<file path="src/rtl/parity_pkg.sv">
// Shared definitions for the parity arbiter: word width, FSM encoding, round-robin helper.
package parity_pkg;

  localparam int unsigned WORD_W = 7;

  typedef enum logic {
    ST_IDLE = 1'b0,
    ST_BUSY = 1'b1
  } state_e;

  // Next index in round-robin order, wrapping at n.
  function automatic int unsigned rr_next(input int unsigned idx, input int unsigned n);
    return (idx + 1 >= n) ? 0 : idx + 1;
  endfunction

endpackage

</file>
<file path="src/rtl/parity_core.sv">
// Combinational parity of one word (1 = odd number of ones).
module parity_core
  import parity_pkg::*;
(
  input  logic [WORD_W-1:0] word,
  output logic              parity_c
);

  // XOR reduction of the word
  assign parity_c = ^word;

endmodule

</file>
<file path="src/rtl/parity_arbiter.sv">
// Round-robin arbiter sharing one parity core among NREQ requesters, with a
// registered, backpressured result channel and a saturating odd-parity counter.
module parity_arbiter
  import parity_pkg::*;
#(
  parameter int unsigned NREQ = 4,
  parameter int unsigned IDW  = $clog2(NREQ),
  parameter int unsigned CNTW = 8
) (
  input  logic                   clk,
  input  logic                   reset_n,
  input  logic [NREQ-1:0]        req_valid,
  input  logic [WORD_W*NREQ-1:0] req_word,
  output logic [NREQ-1:0]        req_ready,
  output logic                   out_valid,
  input  logic                   out_ready,
  output logic [WORD_W-1:0]      out_word,
  output logic [IDW-1:0]         out_id,
  output logic                   out_parity,
  output logic [CNTW-1:0]        odd_cnt
);

  localparam logic [IDW:0] NREQ_W = (IDW+1)'(NREQ);

  state_e            state_q, state_d;
  logic [IDW-1:0]    ptr_q, ptr_d;
  logic              out_valid_q, out_valid_d;
  logic [WORD_W-1:0] out_word_q, out_word_d;
  logic [IDW-1:0]    out_id_q, out_id_d;
  logic              out_parity_q, out_parity_d;
  logic [CNTW-1:0]   odd_cnt_q, odd_cnt_d;

  logic              win_found;
  logic [IDW-1:0]    win_idx;
  logic              grant_en;
  logic              accept;
  logic [WORD_W-1:0] grant_word;
  logic              grant_parity;

  // Priority search starting at ptr and wrapping; depends only on valids and ptr
  always_comb begin
    logic [IDW:0] sum;
    win_found = 1'b0;
    win_idx   = '0;
    sum       = '0;
    for (int unsigned k = 0; k < NREQ; k++) begin
      sum = {1'b0, ptr_q} + (IDW+1)'(k);
      if (sum >= NREQ_W) sum = sum - NREQ_W;
      if (!win_found && req_valid[IDW'(sum)]) begin
        win_found = 1'b1;
        win_idx   = IDW'(sum);
      end
    end
  end

  // Grant is possible when idle, or when the held result drains this cycle
  always_comb begin
    grant_en  = (state_q == ST_IDLE) || out_ready;
    req_ready = '0;
    if (grant_en && win_found) req_ready = NREQ'(1) << win_idx;
    accept    = |req_ready;
  end

  // Select the granted requester's word for the shared parity core
  always_comb begin
    grant_word = '0;
    for (int unsigned k = 0; k < NREQ; k++) begin
      if (IDW'(k) == win_idx) grant_word = req_word[k*WORD_W +: WORD_W];
    end
  end

  parity_core u_core (
    .word     (grant_word),
    .parity_c (grant_parity)
  );

  // FSM state register
  always_ff @(posedge clk or negedge reset_n) begin
    if (!reset_n) state_q <= ST_IDLE;
    else          state_q <= state_d;
  end

  // FSM next state: BUSY while a result is held, back to IDLE when it drains with no new word
  always_comb begin
    state_d = state_q;
    case (state_q)
      ST_IDLE: if (accept) state_d = ST_BUSY;
      ST_BUSY: if (out_ready && !accept) state_d = ST_IDLE;
      default: state_d = ST_IDLE;
    endcase
  end

  // Output/datapath next values: latch on accept, drop valid on drain
  always_comb begin
    ptr_d        = ptr_q;
    out_valid_d  = out_valid_q;
    out_word_d   = out_word_q;
    out_id_d     = out_id_q;
    out_parity_d = out_parity_q;
    odd_cnt_d    = odd_cnt_q;
    if (accept) begin
      out_valid_d  = 1'b1;
      out_word_d   = grant_word;
      out_id_d     = win_idx;
      out_parity_d = grant_parity;
      ptr_d        = IDW'(rr_next(32'(win_idx), NREQ));
      if (grant_parity && (odd_cnt_q != {CNTW{1'b1}})) odd_cnt_d = odd_cnt_q + CNTW'(1);
    end else if ((state_q == ST_BUSY) && out_ready) begin
      out_valid_d = 1'b0;
    end
  end

  // Datapath registers
  always_ff @(posedge clk or negedge reset_n) begin
    if (!reset_n) begin
      ptr_q        <= '0;
      out_valid_q  <= 1'b0;
      out_word_q   <= '0;
      out_id_q     <= '0;
      out_parity_q <= 1'b0;
      odd_cnt_q    <= '0;
    end else begin
      ptr_q        <= ptr_d;
      out_valid_q  <= out_valid_d;
      out_word_q   <= out_word_d;
      out_id_q     <= out_id_d;
      out_parity_q <= out_parity_d;
      odd_cnt_q    <= odd_cnt_d;
    end
  end

  assign out_valid  = out_valid_q;
  assign out_word   = out_word_q;
  assign out_id     = out_id_q;
  assign out_parity = out_parity_q;
  assign odd_cnt    = odd_cnt_q;

endmodule

</file>
<file path="config.mk">
export PLATFORM = sky130hd
export DESIGN_NAME = parity_arbiter
export DESIGN_NICKNAME = d
export VERILOG_FILES = /design/src/rtl/parity_pkg.sv /design/src/rtl/parity_core.sv /design/src/rtl/parity_arbiter.sv
export SDC_FILE = /design/constraint.sdc
export NUM_CORES = 1
export LEC_CHECK = 0
export BUFFER_PORTS_ARGS = -buffer_cell sky130_fd_sc_hd__clkbuf_2
export CORE_MARGIN = 8
export CORE_UTILIZATION = 43
export DETAILED_ROUTE_END_ITERATION = 6
export PLACE_DENSITY_LB_ADDON = 0.2
export SETUP_SLACK_MARGIN = 0.4
export SLEW_MARGIN = 20
export SYNTH_ARGS = -nofsm -noshare
export SYNTH_HDL_FRONTEND = slang
export SYNTH_SLANG_ARGS = --single-unit
</file>
<file path="constraint.sdc">
create_clock -name clk -period 9.2 [get_ports clk]
set_clock_uncertainty 0.1 [all_clocks]
set_input_delay 2.76 -clock clk [delete_from_list [all_inputs] [get_ports clk]]
set_output_delay 2.76 -clock clk [all_outputs]
set_load 0.05 [all_outputs]
</file>
# After elaboration in Yosys (flattened, before gate mapping)
# Cells that the tools add are included.
# op_classes
n_addsub	9
n_lt_le_gt_ge	9
eq_ne	4
shifts	1
n_mux	31
n_bitwise	1
reduce_logical	17
# op_table
cell	count
$mux 7	4
$mux 2	9
$ge 3x3->1 const B	4
$lt 2x3->1 const B	4
$mux 1	12
$add 8x1->8 const B	1
$bmux 1 s2	4
$ne 8x8->1 const B	1
$sub 2x1->2 const B	4
$logic_and 1x1->1	7
$reduce_xor 7->1	1
$add 2x1->3 const B	2
$add 2x2->3 const B	2
$eq 2x2->1 const A	2
$logic_not 1->1	4
$mux 4	1
$reduce_or 4->1	1
$shl 1x2->4 const A	1
$ge 2x3->1 const B	1
$eq 1x2->1 const A	1
$logic_not 2->1	1
$pmux 1 s2	1
$reduce_and 2->1	1
$reduce_bool 2->1	1
other kinds (2)	2
# totals
reg_bits	22
in_bits	35
output_inout_bits	23
wordCells	79

# Depth between registers and ports, before layout
# logic_depth
ltp_word	22
mapped_depth	12

# Cells and area by module
# Synthesis repeated with hierarchy kept, for this count alone.
# unflattened
hier_cells	133
area_unflattened_um2	1375.1
# by_module_without_submodules
mod	n_inst	cells_per_inst	area_per_inst_um2	seq_area_each_um2
parity_arbiter	1	129	1312.5	550.5
parity_core	1	4	62.6	0.0

# Least setup slack after synthesis
# Ideal clock, no wire load.
# synth_timing
path_kind	input port to output port
startpoint	input req_valid[2]
endpoint	output req_ready[1]
arrival_ns	4.232
setup_slack_ns	2.108
stages	6
cell_sequence	mux2i_1 nor2_1 nor3_1 ha_1 clkbuf_1 and2_1
# synth_via
elab_chain_len	14
elab_cells_between_ends	25
classes_between	1 x shift; 17 x mux; 7 x reduce/logical
# synth_rtl
item	line_no	rtl
from (decl)	parity_arbiter.sv:12	input logic [NREQ-1:0] req_valid,
$bmux 1 s2	parity_arbiter.sv:49	if (!win_found && req_valid[IDW'(sum)]) begin
$mux 1 (implied by the code)	parity_arbiter.sv:49	
$mux 1	parity_arbiter.sv:49	
$logic_not 1->1	parity_arbiter.sv:49	
$logic_and 1x1->1	parity_arbiter.sv:49	
$mux 1	parity_arbiter.sv:49	
$logic_not 1->1	parity_arbiter.sv:49	
$logic_and 1x1->1	parity_arbiter.sv:49	
$mux 1	parity_arbiter.sv:49	
$logic_not 1->1	parity_arbiter.sv:49	
$logic_and 1x1->1	parity_arbiter.sv:49	
$mux 2 *	parity_arbiter.sv:49	
net win_idx[0]	parity_arbiter.sv:34	logic [IDW-1:0] win_idx;
$shl 1x2->4 *	parity_arbiter.sv:60	if (grant_en && win_found) req_ready = NREQ'(1) << win_idx;
$mux 4 *	parity_arbiter.sv:60	
to (decl)	parity_arbiter.sv:14	output logic [NREQ-1:0] req_ready,
# The timed path passes the listed nets; every way through them passes the cells marked *. The select of a mux whose other input is x is not followed.

# Worst setup path in the final report
# layout_timing
startpoint	input req_valid[0]
endpoint	output req_ready[1]
# The elaborated chain is that of the path after synthesis.

==> results.yml <==
pwr:
  p_switching_uw: 414
  intPower_uw: 359
  power-per-cell-area_mw_per_mm2: 451
  p_sw_share_pct: 53.6
  pwr-share-clk_pct: 9.5
  p_comb_share_pct: 68.0
  peakVddDrop_v: 0.000266
  p_leak_uw: 0.000914
  seq_power_share_pct: 22.5
  finalPower_uw: 773
logic_synthesis:
  syn_avg_cell_area_um2: 8.76
  synthCells: 152
  syn_nets: 192
  ys.flop_type: "dfrtp_1"
  synth.distinct_cells: 34
  synth-edff-count: 0
  synth.yosys.warnings: 0
  ys_ff_latch: 22
  yosys.area.top_type: "dfrtp_1"
  synth_seq_area_share_pct: 41.4
  synthesis.area_mm2: 0.00133
  synth_top_area_share_pct: 41.4
  ys_async_sr_fraction_pct: 100
  synth_top_cells_by_count: "38 x nand2_1, 22 x dfrtp_1, 10 x a21oi_1"
  yosys-top-cells-area: "dfrtp_1 41%, nand2_1 11%, ha_1 4.7%, mux2_1 4.2%, a21oi_1 3.8%"
  synth.most_common_cell: "nand2_1"
cts:
  cts.path.max_buffers: 2
  numCtsBuffers: 3
  cts_max_level: 1
  cts.clk_slew.worst_paths_ps: 120
  postCtsSetupBuffers: 0
  cts-hold-fix-buffers: 0
  cts_root_buf: "clkbuf_4"
  cts_tree: "built"
  cts_resized: 0
  clkSinkCount: 22
  worst_skew_pair.late_latency_ps: 300
sta:
  relSlewSlack_pct: 49.8
  setup_viol: 0
  hold_viol: 0
  rsz0062_at_grt: "no"
  final.setup.tns_ps: 0
  holdWs_ps: 387
  finalCritPeriodShare_pct: 80.5
  fmax_mhz: 135
  layout_min_cycle_time_ps: 7410
  slew_violations: 0
  tightest_slew_ps: 752
grt:
  grt_pass1_wl_mm: 6.07
  grt_pass1_vias: 1320
  antenna_found_initial: 0
  grt_use_total_pct: 14.0
  grt_max_degree: 23
  grt-ovfl-total: 0
place:
  dpl.hpwl_mm: 2.88
  io_buffers: 57
  place_congestion: 0.814
routing:
  wl_met1_mm: 1.57
  drc_errors: 0
  routed_wl_mm: 3.54
  vias_per_cell: 5.33
  route.met2.wl_mm: 1.57
  dr_wl_met3_um: 372
  wl_per_cell_um: 14.5
  route.vias.total: 1300
  dr.pass1.iters: 4
  drt_first_iter_violations: 62
  top_layer_used: "met4"
  antenna_left: 0
cells_and_area:
  antenna_cells: 0
  drive_above_1_share_pct: 30.8
  area_delta_synth_final_pct: 28.8
  finalNetCount: 252
  post-route-util_pct: 57.1
floorplan:
  pin_count: 58
  core_mm2: 0.00300
  rows: 20
  die_h_um: 71.6
  start_util_pct: 44.3
  dieArea_mm2: 0.00513
  die_w_um: 71.6
setup_path:
  worst_ep_required_time_ps: 6340
  crit_path_max_fanout: 12
  reg2reg_slack_ps: 5080
  r2r-end: "odd_cnt[7]$_DFFE_PN0P_"
  timing.rr.start: "ptr_q[1]$_DFFE_PN0P_"
  cp-startpoint: "req_valid[0]"
  reg2reg_depth: 11
  cp-end-kind: "primary output"
  setup.worst_path.start_class: "input pin"
  path_class: "in -> out"
  cp.arrival_ps: 4550
worst_hold_path:
  holdPathEnd: "out_valid$_DFFE_PN0P_"
  hold_start: "out_valid$_DFFE_PN0P_"
  holdPathStages: 2
  min_path_type: "reg -> reg"
outcome:
  outcome: "completed"
run:
  cap_violations: 0
-- metal layers --
layer / GRT usage, % / vias up
li1: - / 646
met1: 16.6 / 589
met2: 23.3 / 61
met3: 4.60 / 4
met4: 4.31 / 0
met5: 0 / -
-- placed cells by master (no fill, tap or decap) --
cell type / netlist / layout
clkbuf_2: 0 / 57
nand2_1: 38 / 38
dfrtp_1: 22 / 22
a21oi_1: 10 / 10
nor2_1: 7 / 7
inv_1: 7 / 7
o22ai_1: 6 / 6
a22oi_1: 6 / 6
mux2_1: 5 / 5
o21ai_0: 5 / 5
ha_1: 5 / 5
nor3_1: 4 / 4
and2_1: 4 / 4
nand2b_1: 3 / 3
nor4_1: 3 / 3
nand3_1: 3 / 3
xor2_1: 3 / 3
clkbuf_4: 0 / 3
xnor2_1: 2 / 2
mux2i_1: 1 / 1
o21a_1: 1 / 1
a21boi_1: 1 / 1
a21o_1: 1 / 1
o41ai_2: 0 / 1
nor2b_2: 1 / 1
nand3b_1: 1 / 1
or3b_1: 1 / 1
o21ai_1: 1 / 1
a31oi_1: 1 / 1
a221o_1: 1 / 1
xnor3_1: 1 / 1
xnor3_2: 1 / 1
and3_1: 1 / 1
a21boi_0: 1 / 1
nor4b_1: 1 / 1
bufinv_16: 0 / 1
buf_4: 0 / 1
-- sequential cells by signal, indices dropped and copies added (netlist names) --
register,flops
odd_cnt,8
out_valid,1
state_q,1
out_parity,1
ptr_q,2
out_word,7
out_id,2
-- area by class of cell --
type / count / area (µm²)
tap: 33 / 41.3
clock buffer: 3 / 22.5
multi-input combinational: 120 / 751
timing repair buffer: 58 / 293
clock inverter: 1 / 30.0
sequential: 22 / 551
inverter: 7 / 26.3
fill: 283 / 1290
-- worst max-delay path: stages --
cell,delay (ps)
clkbuf_2,110
mux2i_1,160
nor2_1,70
nor3_1,470
ha_1,520
and2_1,190
clkbuf_2,270
-- cells by family after synthesis --
logic type / synth area share (%)
simple gates: 23.0
compound gates: 16.4
flops: 41.4
buf+inv: 2.82
xor+xnor: 6.77
mux: 4.98
fa+ha+maj: 4.70
-- how the worst max path moves through the flow --
| stage | to | slack (ps) | cells after the start |
|---|---|---|---|
| after floorplan | req_ready[1] | 2110 | 6 |
| after global placement | req_ready[1] | 2030 | 7 |
| after detailed placement | req_ready[1] | 1820 | 7 |
| after CTS | req_ready[1] | 1820 | 7 |
| after global routing | req_ready[1] | 1650 | 7 |
| final | req_ready[1] | 1790 | 7 |
-- power by group through the flow --
stage | Clock (µW) | Sequential (µW) | Combinational, µW
2_1_floorplan | 0 | 287 | 294
3_3_place_gp | 0 | 173 | 517
3_5_place_dp | 0 | 176 | 528
4_1_cts | 75.5 | 174 | 529
5_1_grt | 80.4 | 180 | 581
6_report | 73.2 | 174 | 526
-- metrics by stage --
stage               area, µm²  instances  setup WS, ps
floorplan                1330        152          2110
global placement         1660        240          2030
detailed placement       1660        240          1820
CTS                      1710        244          1820
global route             1710        244          1650
finish                   1710        244          1790
(Power assumes the default switching activity.)
